**src/rtl/lsu_stage_pkg.sv**
```systemverilog
// Shared types for the memory stage: opcodes, access sizes, exception causes, FSM states.
// Pure declarations and combinational helpers; no latency, no flow control.
package lsu_stage_pkg;

    typedef logic [6:0] opcode_t;
    typedef logic [2:0] funct3_t;

    localparam opcode_t OPC_LOAD   = 7'b0000011;
    localparam opcode_t OPC_STORE  = 7'b0100011;
    localparam opcode_t OPC_OP_IMM = 7'b0010011;

    typedef enum logic [1:0] {
        ACC_BYTE  = 2'd0,
        ACC_HALF  = 2'd1,
        ACC_WORD  = 2'd2,
        ACC_DWORD = 2'd3
    } mem_access_t;

    typedef enum logic [3:0] {
        EXC_NONE           = 4'd0,
        EXC_LOAD_MISALIGN  = 4'd4,
        EXC_LOAD_FAULT     = 4'd5,
        EXC_STORE_MISALIGN = 4'd6,
        EXC_STORE_FAULT    = 4'd7
    } exc_cause_t;

    typedef enum logic [1:0] {
        IDLE = 2'd0,
        BUSY = 2'd1,
        DONE = 2'd2
    } lsu_state_t;

    // Doubleword only exists on RV64; everything unrecognised falls back to word.
    function automatic mem_access_t get_mem_access_type(input funct3_t f3, input logic rv64);
        case (f3)
            3'b000, 3'b100: get_mem_access_type = ACC_BYTE;
            3'b001, 3'b101: get_mem_access_type = ACC_HALF;
            3'b011:         get_mem_access_type = rv64 ? ACC_DWORD : ACC_WORD;
            default:        get_mem_access_type = ACC_WORD;
        endcase
    endfunction

    function automatic logic get_load_op_sign(input funct3_t f3);
        get_load_op_sign = ~f3[2];
    endfunction

    function automatic logic [2:0] get_align_mask(input mem_access_t size);
        case (size)
            ACC_BYTE: get_align_mask = 3'b000;
            ACC_HALF: get_align_mask = 3'b001;
            ACC_WORD: get_align_mask = 3'b011;
            default:  get_align_mask = 3'b111;
        endcase
    endfunction

endpackage

```
**src/rtl/lsu_stage_lane_align.sv**
```systemverilog
// Byte-lane steering: strobes, store-data shift and load-data extract/extend.
// Purely combinational, zero latency; no flow control.
// Backpressure: none, outputs follow inputs in the same cycle.
module lsu_stage_lane_align
    import lsu_stage_pkg::*;
#(
    parameter int XLEN = 32,
    parameter int NB   = XLEN / 8,
    parameter int OFFW = $clog2(NB)
) (
    input  mem_access_t       size,
    input  logic [OFFW-1:0]   offset,
    input  logic              sign,
    input  logic [XLEN-1:0]   wr_data,
    input  logic [XLEN-1:0]   rd_data,
    output logic [NB-1:0]     sel,
    output logic [XLEN-1:0]   wr_shifted,
    output logic [XLEN-1:0]   rd_ext
);

    logic [7:0]      mask8;
    logic [XLEN-1:0] rd_shifted;
    logic [XLEN-1:0] keep;
    logic            msb;
    logic [OFFW+2:0] bit_shift;

    assign bit_shift  = {offset, 3'b000};
    assign sel        = NB'(mask8) << offset;
    assign wr_shifted = wr_data << bit_shift;
    assign rd_shifted = rd_data >> bit_shift;

    always_comb begin
        mask8 = 8'h01;
        keep  = XLEN'(8'hFF);
        msb   = rd_shifted[7];
        case (size)
            ACC_HALF: begin
                mask8 = 8'h03;
                keep  = XLEN'(16'hFFFF);
                msb   = rd_shifted[15];
            end
            ACC_WORD: begin
                mask8 = 8'h0F;
                keep  = XLEN'(32'hFFFF_FFFF);
                msb   = rd_shifted[31];
            end
            ACC_DWORD: begin
                mask8 = 8'hFF;
                keep  = '1;
                msb   = rd_shifted[XLEN-1];
            end
            default: ;
        endcase
    end

    // Bits above the access size are replaced by the sign bit, or zero for unsigned loads.
    assign rd_ext = (rd_shifted & keep) | ({XLEN{sign & msb}} & ~keep);

endmodule

```
**src/rtl/lsu_stage.sv**
```systemverilog
// Memory stage: req/ack bus toward the D$, misalign and access-fault exceptions.
// Latency: non-memory/misaligned same cycle; memory op n+2 cycles (n = req-to-ack cycles).
// Backpressure: hazo_stall freezes upstream from acceptance until the DONE cycle.
module lsu_stage
    import lsu_stage_pkg::*;
#(
    parameter int XLEN     = 32,
    parameter int TIMEOUT  = 255,
    parameter int RCNT_LOG = 5
) (
    input  logic                clk,
    input  logic                rst,
    input  logic                src_valid,
    input  opcode_t             src_opcode,
    input  funct3_t             src_funct3,
    input  logic [RCNT_LOG-1:0] src_rd_addr,
    input  logic [XLEN-1:0]     src_rd,
    input  logic [XLEN-1:0]     src_mem_addr,
    input  logic [XLEN-1:0]     src_mem_wr_data,
    output logic                bus_req,
    output logic                bus_we,
    output logic [XLEN-1:0]     bus_addr,
    output logic [XLEN/8-1:0]   bus_sel,
    output logic [XLEN-1:0]     bus_wr_data,
    input  logic                bus_ack,
    input  logic                bus_err,
    input  logic [XLEN-1:0]     bus_rd_data,
    output logic                hazo_stall,
    output logic                dst_valid,
    output logic [RCNT_LOG-1:0] dst_rd_addr,
    output logic [XLEN-1:0]     dst_rd,
    output logic                dst_exc,
    output logic [3:0]          dst_exc_cause
);

    localparam int NB   = XLEN / 8;
    localparam int OFFW = $clog2(NB);
    localparam int CW   = $clog2(TIMEOUT + 1);

    lsu_state_t        state_q;
    logic [CW-1:0]     cnt_q;
    logic [XLEN-1:0]   result_q;
    logic              exc_q;
    logic [3:0]        cause_q;

    logic              is_load;
    logic              is_store;
    logic              is_mem;
    logic              misaligned;
    mem_access_t       size;
    logic              sign;
    logic [OFFW-1:0]   offset;
    logic [NB-1:0]     lane_sel;
    logic [XLEN-1:0]   lane_wr_data;
    logic [XLEN-1:0]   lane_rd_data;

    assign is_load    = (src_opcode == OPC_LOAD);
    assign is_store   = (src_opcode == OPC_STORE);
    assign is_mem     = is_load | is_store;
    assign size       = get_mem_access_type(src_funct3, XLEN == 64);
    assign sign       = get_load_op_sign(src_funct3);
    assign offset     = src_mem_addr[OFFW-1:0];
    assign misaligned = |(3'(offset) & get_align_mask(size));

    // src_* is frozen by the stall, so the same decode serves both request and response.
    lsu_stage_lane_align #(.XLEN(XLEN)) u_lane_align (
        .size       (size),
        .offset     (offset),
        .sign       (sign),
        .wr_data    (src_mem_wr_data),
        .rd_data    (bus_rd_data),
        .sel        (lane_sel),
        .wr_shifted (lane_wr_data),
        .rd_ext     (lane_rd_data)
    );

    always_ff @(posedge clk) begin
        if (rst) begin
            state_q     <= IDLE;
            cnt_q       <= '0;
            result_q    <= '0;
            exc_q       <= 1'b0;
            cause_q     <= '0;
            bus_req     <= 1'b0;
            bus_we      <= 1'b0;
            bus_addr    <= '0;
            bus_sel     <= '0;
            bus_wr_data <= '0;
        end else begin
            case (state_q)
                IDLE: begin
                    if (src_valid && is_mem && !misaligned) begin
                        bus_req     <= 1'b1;
                        bus_we      <= is_store;
                        bus_addr    <= src_mem_addr & ~XLEN'(NB - 1);
                        bus_sel     <= lane_sel;
                        bus_wr_data <= lane_wr_data;
                        cnt_q       <= '0;
                        result_q    <= '0;
                        exc_q       <= 1'b0;
                        cause_q     <= EXC_NONE;
                        state_q     <= BUSY;
                    end
                end
                BUSY: begin
                    if (bus_err || (!bus_ack && cnt_q == CW'(TIMEOUT))) begin
                        exc_q   <= 1'b1;
                        cause_q <= is_store ? EXC_STORE_FAULT : EXC_LOAD_FAULT;
                        bus_req <= 1'b0;
                        state_q <= DONE;
                    end else if (bus_ack) begin
                        result_q <= is_load ? lane_rd_data : '0;
                        bus_req  <= 1'b0;
                        state_q  <= DONE;
                    end else begin
                        cnt_q <= cnt_q + CW'(1);
                    end
                end
                DONE: state_q <= IDLE;
                default: state_q <= IDLE;
            endcase
        end
    end

    always_comb begin
        hazo_stall    = 1'b0;
        dst_valid     = 1'b0;
        dst_rd        = '0;
        dst_exc       = 1'b0;
        dst_exc_cause = EXC_NONE;
        case (state_q)
            IDLE: begin
                if (src_valid && is_mem) begin
                    if (misaligned) begin
                        dst_valid     = 1'b1;
                        dst_exc       = 1'b1;
                        dst_exc_cause = is_store ? EXC_STORE_MISALIGN : EXC_LOAD_MISALIGN;
                        dst_rd        = src_mem_addr;
                    end else begin
                        hazo_stall = 1'b1;
                    end
                end else begin
                    dst_valid = src_valid;
                    dst_rd    = src_rd;
                end
            end
            BUSY: hazo_stall = 1'b1;
            DONE: begin
                dst_valid     = 1'b1;
                dst_rd        = result_q;
                dst_exc       = exc_q;
                dst_exc_cause = cause_q;
            end
            default: ;
        endcase
    end

    assign dst_rd_addr = src_rd_addr;

endmodule

```
**config.mk**
```make
export PLATFORM = sky130hd
export DESIGN_NAME = lsu_stage
export DESIGN_NICKNAME = d
export VERILOG_FILES = /design/src/rtl/lsu_stage_pkg.sv /design/src/rtl/lsu_stage_lane_align.sv /design/src/rtl/lsu_stage.sv
export SDC_FILE = /design/constraint.sdc
export NUM_CORES = 1
export LEC_CHECK = 0
export ABC_AREA = 1
export CORE_UTILIZATION = 41
export DETAILED_ROUTE_END_ITERATION = 12
export DONT_BUFFER_PORTS = 1
export SETUP_SLACK_MARGIN = 0.1
export SYNTH_ARGS = -nofsm -noshare
export SYNTH_HDL_FRONTEND = slang
export SYNTH_HIERARCHICAL = 1
export SYNTH_SLANG_ARGS = --single-unit
export TNS_END_PERCENT = 50
```
**constraint.sdc**
```tcl
create_clock -name clk -period 2.1 [get_ports clk]
set_clock_uncertainty 0.15 [all_clocks]
set_input_delay 0.105 -clock clk [delete_from_list [all_inputs] [get_ports clk]]
set_output_delay 0.105 -clock clk [all_outputs]
set_load 0.01 [all_outputs]
```
### After elaboration in Yosys (flattened, before gate mapping)

Index checks and enable logic that the tools add are counted.

| cells by class | value |
|---|---|
| shift operators | 3 |
| add/sub/neg operators | 1 |
| bitwise operators | 8 |
| equality and inequality tests | 17 |
| reductions and logical operators | 20 |
| multiplexer cells | 44 |

Operator list:

| kind | number |
|---|---|
| two-way mux 32 bit | 6 |
| one-hot mux 32 bit (2 select lines) | 3 |
| AND 32 bit | 2 |
| inverter 32 bit | 1 |
| OR 32 bit | 1 |
| << shifter 32 x 5 -> 32 bit | 1 |
| >> shifter 32 x 5 -> 32 bit | 1 |
| two-way mux 8 bit | 3 |
| one-hot mux 4 bit (2 select lines) | 2 |
| one-hot mux 8 bit (2 select lines) | 1 |
| one-hot mux 1 bit (2 select lines) | 6 |
| one-hot mux 4 bit (3 select lines) | 1 |
| two-way mux 1 bit | 10 |
| two-way mux 2 bit | 5 |
| != test 2 bit, second input constant | 5 |
| one-hot mux 3 bit (3 select lines) | 1 |
| adder 8 x 1 -> 8 bit, second input constant | 1 |
| equality test 8 bit, second input constant | 1 |
| two-way mux 4 bit | 2 |
| one-hot mux 2 bit (2 select lines) | 2 |
| AND reduction 4 bit | 2 |
| equality test 7 x 2 -> 1 bit, second input constant | 1 |
| equality test 7 x 6 -> 1 bit, second input constant | 1 |
| equality test 2 bit, second input constant | 3 |
| 20 further kinds | 31 |

| storage, ports and cells | value |
|---|---|
| word-level logic and storage cells | 103 |
| register bits after elaboration | 115 |

### Depth between registers and ports, before layout

| logic depth | value |
|---|---|
| depth in word-level cells | 13 |
| gate-level depth with buffers | 14 |
| mapped depth without buffers | 12 |

### Cells and area by module

Netlist, hierarchy kept.

By module, submodules not included:

| module | instances | sequential area each (um2) | area an instance (um2) | cells each |
|---|---|---|---|---|
| lsu_stage | 1 | 2,242.2 | 5,335.1 | 779 |
| lsu_stage_lane_align | 1 | 0.0 | 1,246.2 | 277 |

### Least setup slack after synthesis

OpenSTA, ideal clock, no wires.

| timing | value |
|---|---|
| path type | flip-flop to flip-flop |
| start | reg cnt_q[0] |
| end | reg cnt_q[1] |
| path buffers | 1 |
| stages on the path, launching flop included | 10 |
| data arrival time | 1.353 ns |
| setup slack | 0.479 ns |
| period minus slack after synthesis | 1.621 ns |
| data required time | 1.832 ns |
| cells stage by stage | dfxtp_1 ha_1 nand2_1 nor2_1 nand3_1 nand3_4 nand2_2 buf_6 o21ai_0 nor2_1 |

| on the way | value |
|---|---|
| longest elaborated chain between the ends | 5 |
| elaborated cells between the ends (all ways) | 9 |
| classes of those cells | 1 x add/sub; 2 x eq/ne; 3 x mux; 3 x reduce/logical |

Ends and longest elaborated chain:

| what | RTL line | RTL |
|---|---|---|
| start: declaration | lsu_stage.sv:41 | `logic [CW-1:0] cnt_q;` |
| start signal: assignment | lsu_stage.sv:116 | `cnt_q <= cnt_q + CW'(1);` |
| parallel branches: the longest is 5 deep, another holds adder 8 x 1 -> 8 bit | -- |  |

Several ways; the timed one is not identified. The select of a mux whose other input is x is not followed.
A chain may end at the register's enable or synchronous reset.

### Final worst setup path

| timing | value |
|---|---|
| start | reg state_q[0] |
| end | out hazo_stall |

| on the way | value |
|---|---|
| longest elaborated chain between the ends | 2 |
| elaborated cells between the ends (all ways) | 3 |
| classes of those cells | 1 x eq/ne; 1 x mux; 1 x reduce/logical |

Ends and longest elaborated chain:

| what | RTL line | RTL |
|---|---|---|
| start: declaration | lsu_stage.sv:40 | `lsu_state_t state_q;` |
| start signal: assignment | lsu_stage.sv:79 | `state_q <= IDLE;` |
| start signal: assignment | lsu_stage.sv:102 | `state_q <= BUSY;` |
| start signal: assignment | lsu_stage.sv:110 | `state_q <= DONE;` |
| equality test 2 x 1 -> 1 bit or logical NOT 2 bit (tied branches) | lsu_stage.sv:131 | `case (state_q)` |
| one-hot mux 1 bit (2 select lines) (*) | lsu_stage.sv:131 |  |
| end: declaration | lsu_stage.sv:28 | `output logic hazo_stall,` |

Every way passes the cells marked *; elsewhere a longest branch is shown, timed or not.

==> out/metrics.yaml <==
clock_sinks: 112
cts_buffers: 9
p_per_area_nw_per_um2: 577
worstHoldPathType: "in -> reg"
clock_path_buffers: 2
critPathRequiredTime_ns: 1.85
core_area_um2: 15400
cp.depth: 6
fmax_mhz: 514
leakage_nw: 3.18
synth_edf_count: 0
die_x_um: 129
gp_congestion: 0.864
netlist_area_um2: 6580
crit_family: "buffers and inverters"
postRouteWirelength_um: 24100
synth.distinct_cells: 33
ios: 262
grt_setup_unrepaired: "true"
ant_nets: 0
vias_per_cell: 5.65
ys_seq_area_share_pct: 34.1
num_antenna_cells: 0
syn_inst: 1056
nNetsFinal: 1227
clk_latency_ns: 0.36
grt_pass1_vias: 6428
die_area_um2: 16600
power.total_mw: 4.50
start_util_pct: 42.7
path_class: "reg -> out"
reg2regPathDepth: 8
top_layer: "met4"
cts.clk_slew.worst_paths_ns: 0.08
layout-drive-gt1-share_pct: 6.38
worstSetupEndpointType: "output pin"
grt_pass1_wl_um: 35600
tritoncts: "done"
ir_drop_uv: 395
avgSynthCellArea_um2: 6.23
ys.flop_type: "dfxtp_1"
cts-htree-levels: 3
met1_length_um: 11000
tns_ns: 0
path_max_fanout: 31
max_stage_delay_ns: 0.42
vias: 7309
yosysWarningCount: 6
worstPathCellList: "nor2_4, buf_4, nand3_4, buf_6, nand2_1, buf_4"
maxSlewViolCount: 0
first_iter_violations: 822
path_common_cell: "buf_4"
die_h_um: 129
min_path_cells: 6
grt_max_degree: 74
period_needed_ns: 1.95
nFillCells: 1623
crit_buf_inv: 3
num_rows: 45
drc: 0
setup_viol: 0
ys_ff_latch: 112
grt_overflow: 0
wl_met3_um: 2050
wl_met2_um: 10300
layout.cells.non_filler: 1293
wl_per_cell_um: 18.6
place.port_buffers: 0
antenna_found_initial: 0
place_inst: 1204
dp_hpwl_um: 16300
firstDrtPassIters: 7
hold_viol: 0
cts-root-buf: "clkbuf_16"
grt_use_total_pct: 27.7
cp_data_arrival_time_ns: 1.69
worst_setup_path_start_kind: "register"
max_cap_viol_count: 0
async_flop_share_pct: 0
status: "completed"
area_delta_synth_final_pct: 18.4
fin_crit_sh_pct: 92.6
slowest_stage: "dfxtp_1"
logic make-up after synthesis:
| logic type | synth area share [%] |
|---|---|
| AO/OA/AOI/OAI | 15.5 |
| other | 0.0570 |
| buffers and inverters | 10.5 |
| flip-flops | 34.1 |
| adder cells (fa/ha/maj) | 0.190 |
| AND/OR/NAND/NOR | 39.6 |
final timing paths:
path	start	slack [ns]	to
setup / recovery	state_q[0]$_SDFFE_PP0P_	0.15	hazo_stall
hold / removal	bus_rd_data[4]	0.006	result_q[4]$_SDFFE_PP0P_
setup reg to reg	cnt_q[0]$_SDFFE_PP0P_	0.25	cnt_q[1]$_SDFFE_PP0P_
hold reg to reg	cause_q[0]$_SDFFE_PP0P_	0.32	cause_q[0]$_SDFFE_PP0P_
cell usage in the layout (no fill, tap or decap), types with 5 or more instances in the layout:
master	instances
nand4_1	67
a21oi_1	99
dlygate4sd3_1	68
nand2_1	352
a22oi_1	21
buf_4	18
nor2_4	7
inv_1	53
o22ai_1	8
dfxtp_1	111
clkbuf_16	11
o21ai_0	48
buf_12	7
o221ai_1	7
nor2_1	117
nand3_1	48
inv_2	5
repair_timing:
item / CTS / global route
resized for setup: 3 / 8
setup endpoints to repair: 32 / 38
pin swaps: 1 / 2
setup buffers: 0 / 1
cloned: 0 / 3
hold buffers: 70 / 0
endpoints found under the hold margin: 84 / 0
layout make-up:
class / instances / area [µm²] / share of cell area [%]
inverters: 60 / 225 / 2.89
repair buffers: 99 / 1070 / 13.7
clock inverters: 6 / 71.3 / 0.916
well taps: 211 / 264 / 3.39
multi-input cells: 796 / 3690 / 47.4
clock buffers: 9 / 225 / 2.89
flip-flops and latches: 112 / 2240 / 28.8
synthesized netlist by cell type (8+ instances only):
master / number / area share, %
nand2_1: 352 / 20
nor2_1: 120 / 6.8
dfxtp_1: 112 / 34
a21oi_1: 99 / 7.5
nand4_1: 67 / 6.4
inv_1: 53 / 3.0
nand3_1: 49 / 3.7
o21ai_0: 48 / 3.7
clkbuf_1: 47 / 2.7
a22oi_1: 21 / 2.4
buf_4: 21 / 2.4
buf_2: 19 / 1.4
o22ai_1: 8 / 0.76
per-layer routing:
layer	vias up	global-route usage, %
li1	3514	-
met1	3358	40.0
met2	377	39.7
met3	60	6.15
met4	0	10.7
met5	-	0
sequential cells by signal (all words and copies together), names as in the netlist:
name,flops
bus_req,1
bus_we,1
cause_q,2
cnt_q,8
state_q,2
result_q,32
bus_wr_data,32
bus_addr,30
bus_sel,4
report_power, final:
part,switching [mW],internal (mW)
Sequential,0.00542,2.13
Combinational,0.356,0.227
Clock,0.853,0.927
metrics by stage:
stage	utilization [%]	hold WS, ns	area (µm²)	worst slack [ns]
2_1_floorplan	-	0.130	6590	0.479
5_1_grt	50.5	0.0249	7790	0.0500
6_report	50.5	0.00577	7790	0.155
3_3_place_gp	43.1	0.0399	6640	0.197
4_1_cts	49.8	0.00433	7680	0.104
3_5_place_dp	43.1	0.0417	6640	0.130
worst reg2reg max path, stage by stage (launching register included):
cell,delay (ns)
dfxtp_1,0.38
ha_1,0.21
nand2_1,0.08
nor2_1,0.15
nand3_1,0.20
nand3_4,0.16
nand2_2,0.16
o21ai_0,0.18
nor2_1,0.06
(Power assumes the default switching activity.)
